<file path="src/rtl/alu_pkg.sv">
// alu_pkg: shared definitions for the execute-stage ALU and the ALU decoder.
//   - alu_op_t and the ALUControl op codes (ADD..SRA)
//   - state_t: FSM encoding of alu_exec_stage
//   - is_shift(): true for the three shift op codes
package alu_pkg;

  typedef logic [2:0] alu_op_t;

  localparam alu_op_t ADD = 3'b000;
  localparam alu_op_t SUB = 3'b001;
  localparam alu_op_t AND = 3'b010;
  localparam alu_op_t OR  = 3'b011;
  localparam alu_op_t SLL = 3'b100;
  localparam alu_op_t SLT = 3'b101;
  localparam alu_op_t SRL = 3'b110;
  localparam alu_op_t SRA = 3'b111;

  typedef enum logic [1:0] {
    ST_IDLE  = 2'd0,
    ST_SHIFT = 2'd1,
    ST_DONE  = 2'd2
  } state_t;

  function automatic logic is_shift(alu_op_t op);
    return (op == SLL) || (op == SRL) || (op == SRA);
  endfunction

endpackage

</file>
<file path="src/rtl/alu_exec_stage_if.sv">
// alu_exec_stage_if: request/response bundle of the execute-stage ALU.
//   Request : in_valid, in_ready, alu_ctrl, src_a, src_b
//   Response: out_valid, out_ready, result, zero, busy
//   master = issuing core side, slave = alu_exec_stage.
interface alu_exec_stage_if
  import alu_pkg::*;
#(
  parameter int WIDTH = 32
);
  logic             in_valid;
  logic             in_ready;
  alu_op_t          alu_ctrl;
  logic [WIDTH-1:0] src_a;
  logic [WIDTH-1:0] src_b;
  logic             out_valid;
  logic             out_ready;
  logic [WIDTH-1:0] result;
  logic             zero;
  logic             busy;

  modport master (
    output in_valid, alu_ctrl, src_a, src_b, out_ready,
    input  in_ready, out_valid, result, zero, busy
  );

  modport slave (
    input  in_valid, alu_ctrl, src_a, src_b, out_ready,
    output in_ready, out_valid, result, zero, busy
  );
endinterface

</file>
<file path="src/rtl/alu_comb.sv">
// alu_comb: purely combinational add/sub/and/or/slt datapath.
//   op : ALUControl code (shift codes produce 0; shifts are handled elsewhere)
//   a,b: operands
//   y  : result (add/sub wrap; slt is signed, result is 0 or 1)
module alu_comb
  import alu_pkg::*;
#(
  parameter int WIDTH = 32
) (
  input  alu_op_t          op,
  input  logic [WIDTH-1:0] a,
  input  logic [WIDTH-1:0] b,
  output logic [WIDTH-1:0] y
);
  logic signed [WIDTH-1:0] a_s;
  logic signed [WIDTH-1:0] b_s;

  assign a_s = a;
  assign b_s = b;

  always_comb begin
    y = '0;
    case (op)
      ADD:     y = a + b;
      SUB:     y = a - b;
      AND:     y = a & b;
      OR:      y = a | b;
      SLT:     y = (a_s < b_s) ? {{(WIDTH-1){1'b0}}, 1'b1} : '0;
      default: y = '0;
    endcase
  end
endmodule

</file>
<file path="src/rtl/alu_exec_stage.sv">
// alu_exec_stage: execute-stage ALU with registered result and zero flag.
//   clk, rst : rising-edge clock, synchronous active-high reset
//   bus      : alu_exec_stage_if.slave (in_valid/in_ready request with
//              alu_ctrl/src_a/src_b; out_valid/out_ready response with
//              result/zero; busy is high while a shift is iterating)
// Shifts iterate one bit per cycle unless ALU_FAST_SHIFT_EN is defined, in
// which case a barrel shifter makes every op single-cycle and busy stays 0.
module alu_exec_stage
  import alu_pkg::*;
#(
  parameter int WIDTH = 32,
  parameter int SHW   = $clog2(WIDTH)
) (
  input  logic        clk,
  input  logic        rst,
  alu_exec_stage_if.slave bus
);
  state_t           state_p0, state_p1;
  logic [WIDTH-1:0] result_p0, result_p1;
  logic             zero_p1;
  logic [WIDTH-1:0] alu_y;
  logic [SHW-1:0]   shamt;
  logic             accept;

`ifndef ALU_FAST_SHIFT_EN
  logic [SHW-1:0]   cnt_p0, cnt_p1;
  alu_op_t          sop_p0, sop_p1;

  function automatic logic [WIDTH-1:0] shift1(alu_op_t op, logic [WIDTH-1:0] v);
    case (op)
      SLL:     return {v[WIDTH-2:0], 1'b0};
      SRA:     return {v[WIDTH-1], v[WIDTH-1:1]};
      default: return {1'b0, v[WIDTH-1:1]};
    endcase
  endfunction
`else
  function automatic logic [WIDTH-1:0] barrel(alu_op_t op, logic [WIDTH-1:0] v,
                                             logic [SHW-1:0] sh);
    logic signed [WIDTH-1:0] vs;
    vs = v;
    case (op)
      SLL:     return v << sh;
      SRA:     return vs >>> sh;
      default: return v >> sh;
    endcase
  endfunction
`endif

  alu_comb #(.WIDTH(WIDTH)) u_alu_comb (
    .op (bus.alu_ctrl),
    .a  (bus.src_a),
    .b  (bus.src_b),
    .y  (alu_y)
  );

  assign shamt        = bus.src_b[SHW-1:0];
  // DONE with out_ready lets a new op enter on the same edge the result leaves.
  assign bus.in_ready = (state_p1 == ST_IDLE) || ((state_p1 == ST_DONE) && bus.out_ready);
  assign accept       = bus.in_valid && bus.in_ready;

  always_comb begin
    state_p0  = state_p1;
    result_p0 = result_p1;
`ifndef ALU_FAST_SHIFT_EN
    cnt_p0    = cnt_p1;
    sop_p0    = sop_p1;
`endif
    case (state_p1)
`ifndef ALU_FAST_SHIFT_EN
      ST_SHIFT: begin
        result_p0 = shift1(sop_p1, result_p1);
        cnt_p0    = cnt_p1 - SHW'(1);
        if (cnt_p1 == SHW'(1)) state_p0 = ST_DONE;
      end
`endif
      ST_DONE:  if (bus.out_ready) state_p0 = ST_IDLE;
      default:  ;
    endcase

    if (accept) begin
      state_p0 = ST_DONE;
      if (is_shift(bus.alu_ctrl)) begin
`ifdef ALU_FAST_SHIFT_EN
        result_p0 = barrel(bus.alu_ctrl, bus.src_a, shamt);
`else
        if (shamt == '0) begin
          result_p0 = bus.src_a;
        end else begin
          // First step happens on the accept edge, so shamt-1 steps remain.
          result_p0 = shift1(bus.alu_ctrl, bus.src_a);
          cnt_p0    = shamt - SHW'(1);
          sop_p0    = bus.alu_ctrl;
          if (shamt != SHW'(1)) state_p0 = ST_SHIFT;
        end
`endif
      end else begin
        result_p0 = alu_y;
      end
    end
  end

  // ---- p0 -> p1: state, working/result register and zero flag ----
  always_ff @(posedge clk) begin
    if (rst) begin
      state_p1  <= ST_IDLE;
      result_p1 <= '0;
      zero_p1   <= 1'b0;
`ifndef ALU_FAST_SHIFT_EN
      cnt_p1    <= '0;
      sop_p1    <= ADD;
`endif
    end else begin
      state_p1  <= state_p0;
      result_p1 <= result_p0;
      zero_p1   <= (result_p0 == '0);
`ifndef ALU_FAST_SHIFT_EN
      cnt_p1    <= cnt_p0;
      sop_p1    <= sop_p0;
`endif
    end
  end

  assign bus.out_valid = (state_p1 == ST_DONE);
  assign bus.result    = result_p1;
  assign bus.zero      = zero_p1;
`ifdef ALU_FAST_SHIFT_EN
  assign bus.busy      = 1'b0;
`else
  assign bus.busy      = (state_p1 == ST_SHIFT);
`endif
endmodule

</file>
<file path="src/flat_wrapper.sv">
// flat-port wrapper written by rule: the top's interface ports become plain ports
module alu_exec_stage_flat import alu_pkg::*;
#(
  parameter int WIDTH = 32,
  parameter int SHW   = $clog2(WIDTH)
)
  (clk, rst, bus_in_valid, bus_alu_ctrl, bus_src_a, bus_src_b, bus_out_ready, bus_in_ready, bus_out_valid, bus_result, bus_zero, bus_busy);
  alu_exec_stage_if #(.WIDTH(WIDTH)) bus_i ();
  input  logic clk;
  input  logic rst;
  input wire logic [$bits(bus_i.in_valid)-1:0] bus_in_valid;
  input wire logic [$bits(bus_i.alu_ctrl)-1:0] bus_alu_ctrl;
  input wire logic [$bits(bus_i.src_a)-1:0] bus_src_a;
  input wire logic [$bits(bus_i.src_b)-1:0] bus_src_b;
  input wire logic [$bits(bus_i.out_ready)-1:0] bus_out_ready;
  output wire logic [$bits(bus_i.in_ready)-1:0] bus_in_ready;
  output wire logic [$bits(bus_i.out_valid)-1:0] bus_out_valid;
  output wire logic [$bits(bus_i.result)-1:0] bus_result;
  output wire logic [$bits(bus_i.zero)-1:0] bus_zero;
  output wire logic [$bits(bus_i.busy)-1:0] bus_busy;
  assign bus_i.in_valid = bus_in_valid;
  assign bus_i.alu_ctrl = bus_alu_ctrl;
  assign bus_i.src_a = bus_src_a;
  assign bus_i.src_b = bus_src_b;
  assign bus_i.out_ready = bus_out_ready;
  assign bus_in_ready = bus_i.in_ready;
  assign bus_out_valid = bus_i.out_valid;
  assign bus_result = bus_i.result;
  assign bus_zero = bus_i.zero;
  assign bus_busy = bus_i.busy;
  alu_exec_stage #(.WIDTH(WIDTH), .SHW(SHW)) u_core (.clk(clk), .rst(rst), .bus(bus_i));
endmodule
</file>
<file path="config.mk">
export PLATFORM = sky130hd
export DESIGN_NAME = alu_exec_stage_flat
export DESIGN_NICKNAME = d
export VERILOG_FILES = /design/src/rtl/alu_pkg.sv /design/src/rtl/alu_exec_stage_if.sv /design/src/rtl/alu_comb.sv /design/src/rtl/alu_exec_stage.sv /design/src/flat_wrapper.sv
export SDC_FILE = /design/constraint.sdc
export NUM_CORES = 1
export LEC_CHECK = 0
export CAP_MARGIN = 15
export CORE_MARGIN = 2
export CORE_UTILIZATION = 30
export DETAILED_ROUTE_END_ITERATION = 12
export DONT_BUFFER_PORTS = 1
export SETUP_SLACK_MARGIN = 0.05
export SYNTH_ARGS = -nofsm -noshare
export SYNTH_HDL_FRONTEND = slang
export SYNTH_HIERARCHICAL = 1
export SYNTH_SLANG_ARGS = --single-unit
</file>
<file path="constraint.sdc">
create_clock -name clk -period 4.6 [get_ports clk]
set_input_delay 0.23 -clock clk [delete_from_list [all_inputs] [get_ports clk]]
set_output_delay 0.23 -clock clk [all_outputs]
set_load 0.01 [all_outputs]
</file>
# Yosys cells after proc, flatten, opt, wreduce, memory -nomap -nowiden
# Cells that the tools add are included.
# W data, S select, Z words.
dict set report totals {
  regBits 43
  latchBits 0
  ramBits 0
  rom_bits 0
  output_inout_bits 36
  n_memories 0
}
dict set report classes {
  add_sub_neg 4
  n_mul 0
  div_mod_pow 0
  n_lt_le_gt_ge 1
  n_eq_ne 15
  shift 0
  mux 19
  n_bitwise 3
  n_reduce_logical 12
}
# cell n
set op_table {}
lappend op_table {{$pmux W32 S5} 1}
lappend op_table {{$mux W32} 4}
lappend op_table {{$pmux W32 S2} 2}
lappend op_table {{$add A32 B32 Y32} 1}
lappend op_table {{$and A32 B32 Y32} 1}
lappend op_table {{$logic_not A32 Y1} 1}
lappend op_table {{$lt A32 B32 Y1} 1}
lappend op_table {{$or A32 B32 Y32} 1}
lappend op_table {{$sub A32 B32 Y32} 1}
lappend op_table {{$mux W5} 4}
lappend op_table {{$eq A3 B3 Y1 const B} 6}
lappend op_table {{$mux W2} 6}
lappend op_table {{$sub A5 B1 Y5 const B} 2}
lappend op_table {{$eq A3 B2 Y1 const B} 2}
lappend op_table {{$reduce_and A3 Y1} 2}
lappend op_table {{$eq A5 B1 Y1 const B} 1}
lappend op_table {{$logic_not A5 Y1} 1}
lappend op_table {{$ne A5 B1 Y1 const B} 1}
lappend op_table {{$pmux W2 S2} 1}
lappend op_table {{$eq A3 B1 Y1 const B} 1}
lappend op_table {{$logic_not A3 Y1} 1}
lappend op_table {{$logic_or A1 B1 Y1} 3}
lappend op_table {{$ne A3 B1 Y1 const B} 1}
lappend op_table {{$ne A3 B2 Y1 const B} 1}
lappend op_table {{7 further kinds} 8}

# Logic depth before layout (Yosys ltp)
dict set report depth {
  depth_word 6
  depth_mapped 18
  ltp_nobuf 18
}

# By module
# The synthesis kept the hierarchy.
# module instances cells_per_inst area_each_um2 seq_area_each_um2
set by_module_without_submodules {}
lappend by_module_without_submodules {alu_comb 1 776 5047.3 0.0}
lappend by_module_without_submodules {alu_exec_stage 1 499 3423.3 860.8}

# Worst setup path after synthesis
# Ideal clock, no wire load.
dict set report synth_path {
  path_type {input port to flip-flop}
  from {input port bus_src_a[14]}
  to {register u_core.zero_p1 (netlist: u_core/bus.zero)}
  setup_ns 0.060
  arrival_ns 3.224
  t_required_ns 4.540
  path_slack_ns 1.316
  stages 17
  path_buffers 1
  path_cell_list {inv_1 > ha_1 > buf_2 > nor2b_1 > o311ai_1 > a311oi_2 > o31ai_1 > a31o_2 > o211ai_1 > nor2_1 > xnor2_1 > o22ai_1 > a21oi_1 > a31oi_1 > or4b_1 > nor3_1 > and3_1}
}
dict set report synth_between {
  word_cells_on_any_way 12
  cone_classes {2 x add/sub; 1 x order compare; 6 x mux; 2 x bitwise; 1 x reduce/logical}
}
# item line_no
set synth_lines {}
lappend synth_lines {{from (decl)} flat_wrapper.sv:13} ;# input wire logic [$bits(bus_i.src_a)-1:0] bus_src_a;
lappend synth_lines {{$sub A32 B32 Y32 / $add A32 B32 Y32 (equally long branches)} {alu_comb.sv:25, alu_comb.sv:24}}
lappend synth_lines {{$pmux W32 S5 (*)} alu_comb.sv:23} ;# case (op)
lappend synth_lines {{named net u_core.alu_y[31]} alu_exec_stage.sv:21} ;# logic [WIDTH-1:0] alu_y;
lappend synth_lines {{$mux W32 (*)} alu_exec_stage.sv:82} ;# if (is_shift(bus.alu_ctrl)) begin
lappend synth_lines {{$mux W32 (*)} alu_exec_stage.sv:80} ;# if (accept) begin
lappend synth_lines {{$logic_not A32 Y1 (*)} alu_exec_stage.sv:115} ;# zero_p1 <= (result_p0 == '0);
lappend synth_lines {{to (signal assigned)} alu_exec_stage.sv:115}
lappend synth_lines {{to (decl)} alu_exec_stage.sv:20} ;# logic zero_p1;
# The timed path passes the listed nets; every way through them passes the cells marked *.
# A chain may end at the register's enable or synchronous reset.

# Worst setup path after layout
dict set report layout_path {
  from {input port bus_src_b[10]}
  to {register u_core.zero_p1 (netlist: u_core/bus.zero)}
}
dict set report layout_between {
  word_cells_on_any_way 10
  cone_classes {2 x add/sub; 1 x order compare; 4 x mux; 2 x bitwise; 1 x reduce/logical}
}
# item line_no
set layout_lines {}
lappend layout_lines {{from (decl)} flat_wrapper.sv:14} ;# input wire logic [$bits(bus_i.src_b)-1:0] bus_src_b;
lappend layout_lines {{$sub A32 B32 Y32 / $add A32 B32 Y32 (equally long branches)} {alu_comb.sv:25, alu_comb.sv:24}}
lappend layout_lines {{$pmux W32 S5 (*)} alu_comb.sv:23}
lappend layout_lines {{named net u_core.alu_y[21]} alu_exec_stage.sv:21}
lappend layout_lines {{$mux W32 (*)} alu_exec_stage.sv:82}
lappend layout_lines {{$mux W32 (*)} alu_exec_stage.sv:80}
lappend layout_lines {{$logic_not A32 Y1 (*)} alu_exec_stage.sv:115}
# Marks and branches as above.

==> impl_metrics.yaml <==
floorplan:
  fp.dieArea_um2: 29600
  row_count: 61
  start_util_pct: 30.5
  die_x_um: 172
  core-area_um2: 27800
  die-height_um: 172
  ios: 107
clock_network:
  clkLatencyLatePin_ns: 0.29
  cts_tree: "built"
  clkTransAtPathRegs_ns: 0.06
  hold_buffers: 0
  h-tree-depth: 2
  cts_buffers: 5
  cts-root-buf: "clkbuf_16"
  post_cts_resized: 0
  cts_buffer_depth: 2
  cts_setup_buffers: 0
  cts.sinks: 43
detailed_routing:
  wl_per_cell_um: 20.5
  viasPerCell: 5.90
  ant_nets: 0
  wl_um: 32700
  drtIter0Drc: 1052
  drcViolationCount: 0
  dr.pass1.iters: 6
  via_count: 9405
power:
  total_power_mw: 2.21
  power_density_nw_per_um2: 250
  peakVddDrop_mv: 0.137
  cellLeakagePower_nw: 3.77
logic_synthesis:
  yosysSeqAreaShare_pct: 10.2
  synth.avg_cell_area_um2: 6.64
  netlist_instances: 1275
  post-synth-top-count-cell: "nor2_1"
  synth_edf_count: 0
  yosys_warnings: 6
  synthFlopType: "dfxtp_1"
  synth_area_um2: 8470
  ys_ff_latch: 43
  yosysTopAreaCellShare_pct: 17.1
  synth_commonest_cells: "nor2_1 (170), nand2_1 (129), a21oi_1 (118)"
  synthTopCellsByArea: "ha_1 (17%), dfxtp_1 (10%), nor2_1 (7.5%)"
  synth_area_leader_cell: "ha_1"
  synth.distinct_cells: 89
  synthArstFlopShare_pct: 0
  synthesis.nets: 1464
outcome:
  status: "complete, no violations"
critical_path:
  ff2ff_path_depth: 10
  cp.arrival_ns: 4.21
  crit_type: "input port to flop"
  critPathRequiredTime_ns: 4.84
  path_max_fanout: 12
  worst_setup_path_end_kind: "flop"
  critPathLaunchType: "input port"
grt:
  grt_use_total_pct: 21.2
  grt_pass1_vias: 8494
  grt_pass1_wl_um: 49300
  grt_util_met1_pct: 27.9
  top_usage_layer: "met2"
  met2_usage_pct: 35.6
  grt_antenna_before_repair: 0
  use_met3_pct: 4.67
  grt_max_degree: 97
  grt_overflow_total: 0
sta:
  fin_crit_ns: 3.98
  finalCritPeriodShare_pct: 86.4
  slew_viol_final: 0
  rsz0062_at_grt: "no"
  relSlewSlack_pct: 30.9
  report.final.hold_viol_count: 0
  tightest_slew_ns: 1.03
  fmax_mhz: 251
  setup-violations-final: 0
  fin_ws_ns: 0.624
  fin_worst_skew_ns: 0.00941
  fin_setup_tns_ns: 0
placed_design:
  io_buffers: 0
  dpl.hpwl_um: 25500
  post-place-ws_ns: 0.480
  finalWeightedCongestion: 1.01
finish:
  nets: 1406
  num_antenna_cells: 0
  syn2layout_area_growth_pct: 4.64
  final_layout_size_suffix_gt1_share_pct: 4.35
worst_hold_path:
  min_path_type: "input port to flop"
  hold_depth: 1
job:
  cap_violations: 0
-- state kept, by name, indices dropped and copies added (netlist names) --
name               flops
u_core/bus.result     32
u_core/cnt_p1          5
u_core/sop_p1          3
u_core/state_p1        2
u_core/bus.zero        1
-- worst paths after layout --
path,from,to,slack [ns]
worst max-delay path,bus_src_b[10],u_core/bus.zero$_SDFF_PP0_,0.62
worst max register to register,u_core/state_p1[0]$_SDFFE_PP0P_,u_core/bus.zero$_SDFF_PP0_,1.37
worst min register to register,u_core/sop_p1[1]$_SDFFE_PP0P_,u_core/sop_p1[1]$_SDFFE_PP0P_,0.51
worst min-delay path,rst,u_core/bus.result[13]$_SDFF_PP0_,0.02
-- layout by cell type, fill, tap and decap left out, drive strengths merged, types with 7 or more instances in the layout --
| cell type | Yosys | final |
|---|---|---|
| a211oi | 29 | 29 |
| a21o | 21 | 21 |
| a21oi | 119 | 119 |
| a221oi | 8 | 8 |
| a22o | 12 | 12 |
| a22oi | 15 | 15 |
| a31oi | 32 | 32 |
| and2 | 12 | 12 |
| and3 | 10 | 10 |
| buf | 31 | 16 |
| dfxtp | 43 | 43 |
| ha | 116 | 116 |
| inv | 107 | 107 |
| mux2i | 8 | 8 |
| nand2 | 131 | 131 |
| nand3 | 26 | 26 |
| nand4 | 8 | 8 |
| nor2 | 170 | 170 |
| nor2b | 15 | 15 |
| nor3 | 32 | 32 |
| nor4 | 7 | 7 |
| o21ai | 72 | 72 |
| o21bai | 9 | 9 |
| o22ai | 33 | 33 |
| o31ai | 15 | 15 |
| xnor2 | 27 | 27 |
-- through the flow --
stage,hold WS [ns],util [%],std cells,cell area (um2)
after floorplan,0.326,-,1275,8470
after global placement,0.309,31.3,1588,8700
after detailed placement,0.310,31.3,1588,8700
after CTS,0.00428,31.9,1595,8860
after global routing,0.00257,31.9,1595,8860
final,0.0166,31.9,1595,8860
-- layer usage --
metal	vias to the layer above	wire length, um
li1	4451	-
met3	41	2920
met4	0	564
met1	4484	13800
met2	429	15400
met5	-	0
-- final cells by class --
cell class / count / area, um2
fillers: 3132 / 18900
multi-input cells: 1042 / 6840
flip-flops and latches: 43 / 861
well taps: 378 / 473
inverters: 109 / 409
clock buffers: 6 / 129
repair buffers: 16 / 120
clock inverters: 1 / 30.0
-- critical path, stage by stage --
cell	delay, ns
inv_1	0.06
ha_1	0.53
nor3b_1	0.10
a211oi_1	0.28
o221ai_1	0.16
a21oi_1	0.53
nand2_1	0.24
a21oi_1	0.20
mux2i_1	0.11
xor2_1	0.17
o22ai_1	0.10
a222oi_1	0.41
o21bai_1	0.16
or4b_1	0.51
nor3_1	0.22
and3_1	0.18
-- power by group --
part,internal (mW),switching [mW],leakage [nW]
sequential,0.451,0.131,0.355
combinational,0.466,0.766,3.34
clock,0.253,0.145,0.0769
total,1.17,1.04,3.77
-- cells by family (layout without fill, tap and decap cells) --
| logic type | after synthesis | in the layout | synth area share, % |
|---|---|---|---|
| xor gates and xnor gates | 32 | 32 | 3.31 |
| DFF | 43 | 43 | 10.2 |
| AOI/OAI and AO/OA | 434 | 434 | 33.9 |
| buffers and inverters | 190 | 132 | 9.10 |
| and+or+nand+nor | 449 | 449 | 24.7 |
| muxes | 9 | 9 | 1.21 |
| adders and majority gates | 118 | 118 | 17.6 |
No activity file was read; power rests on OpenSTA's default activity.
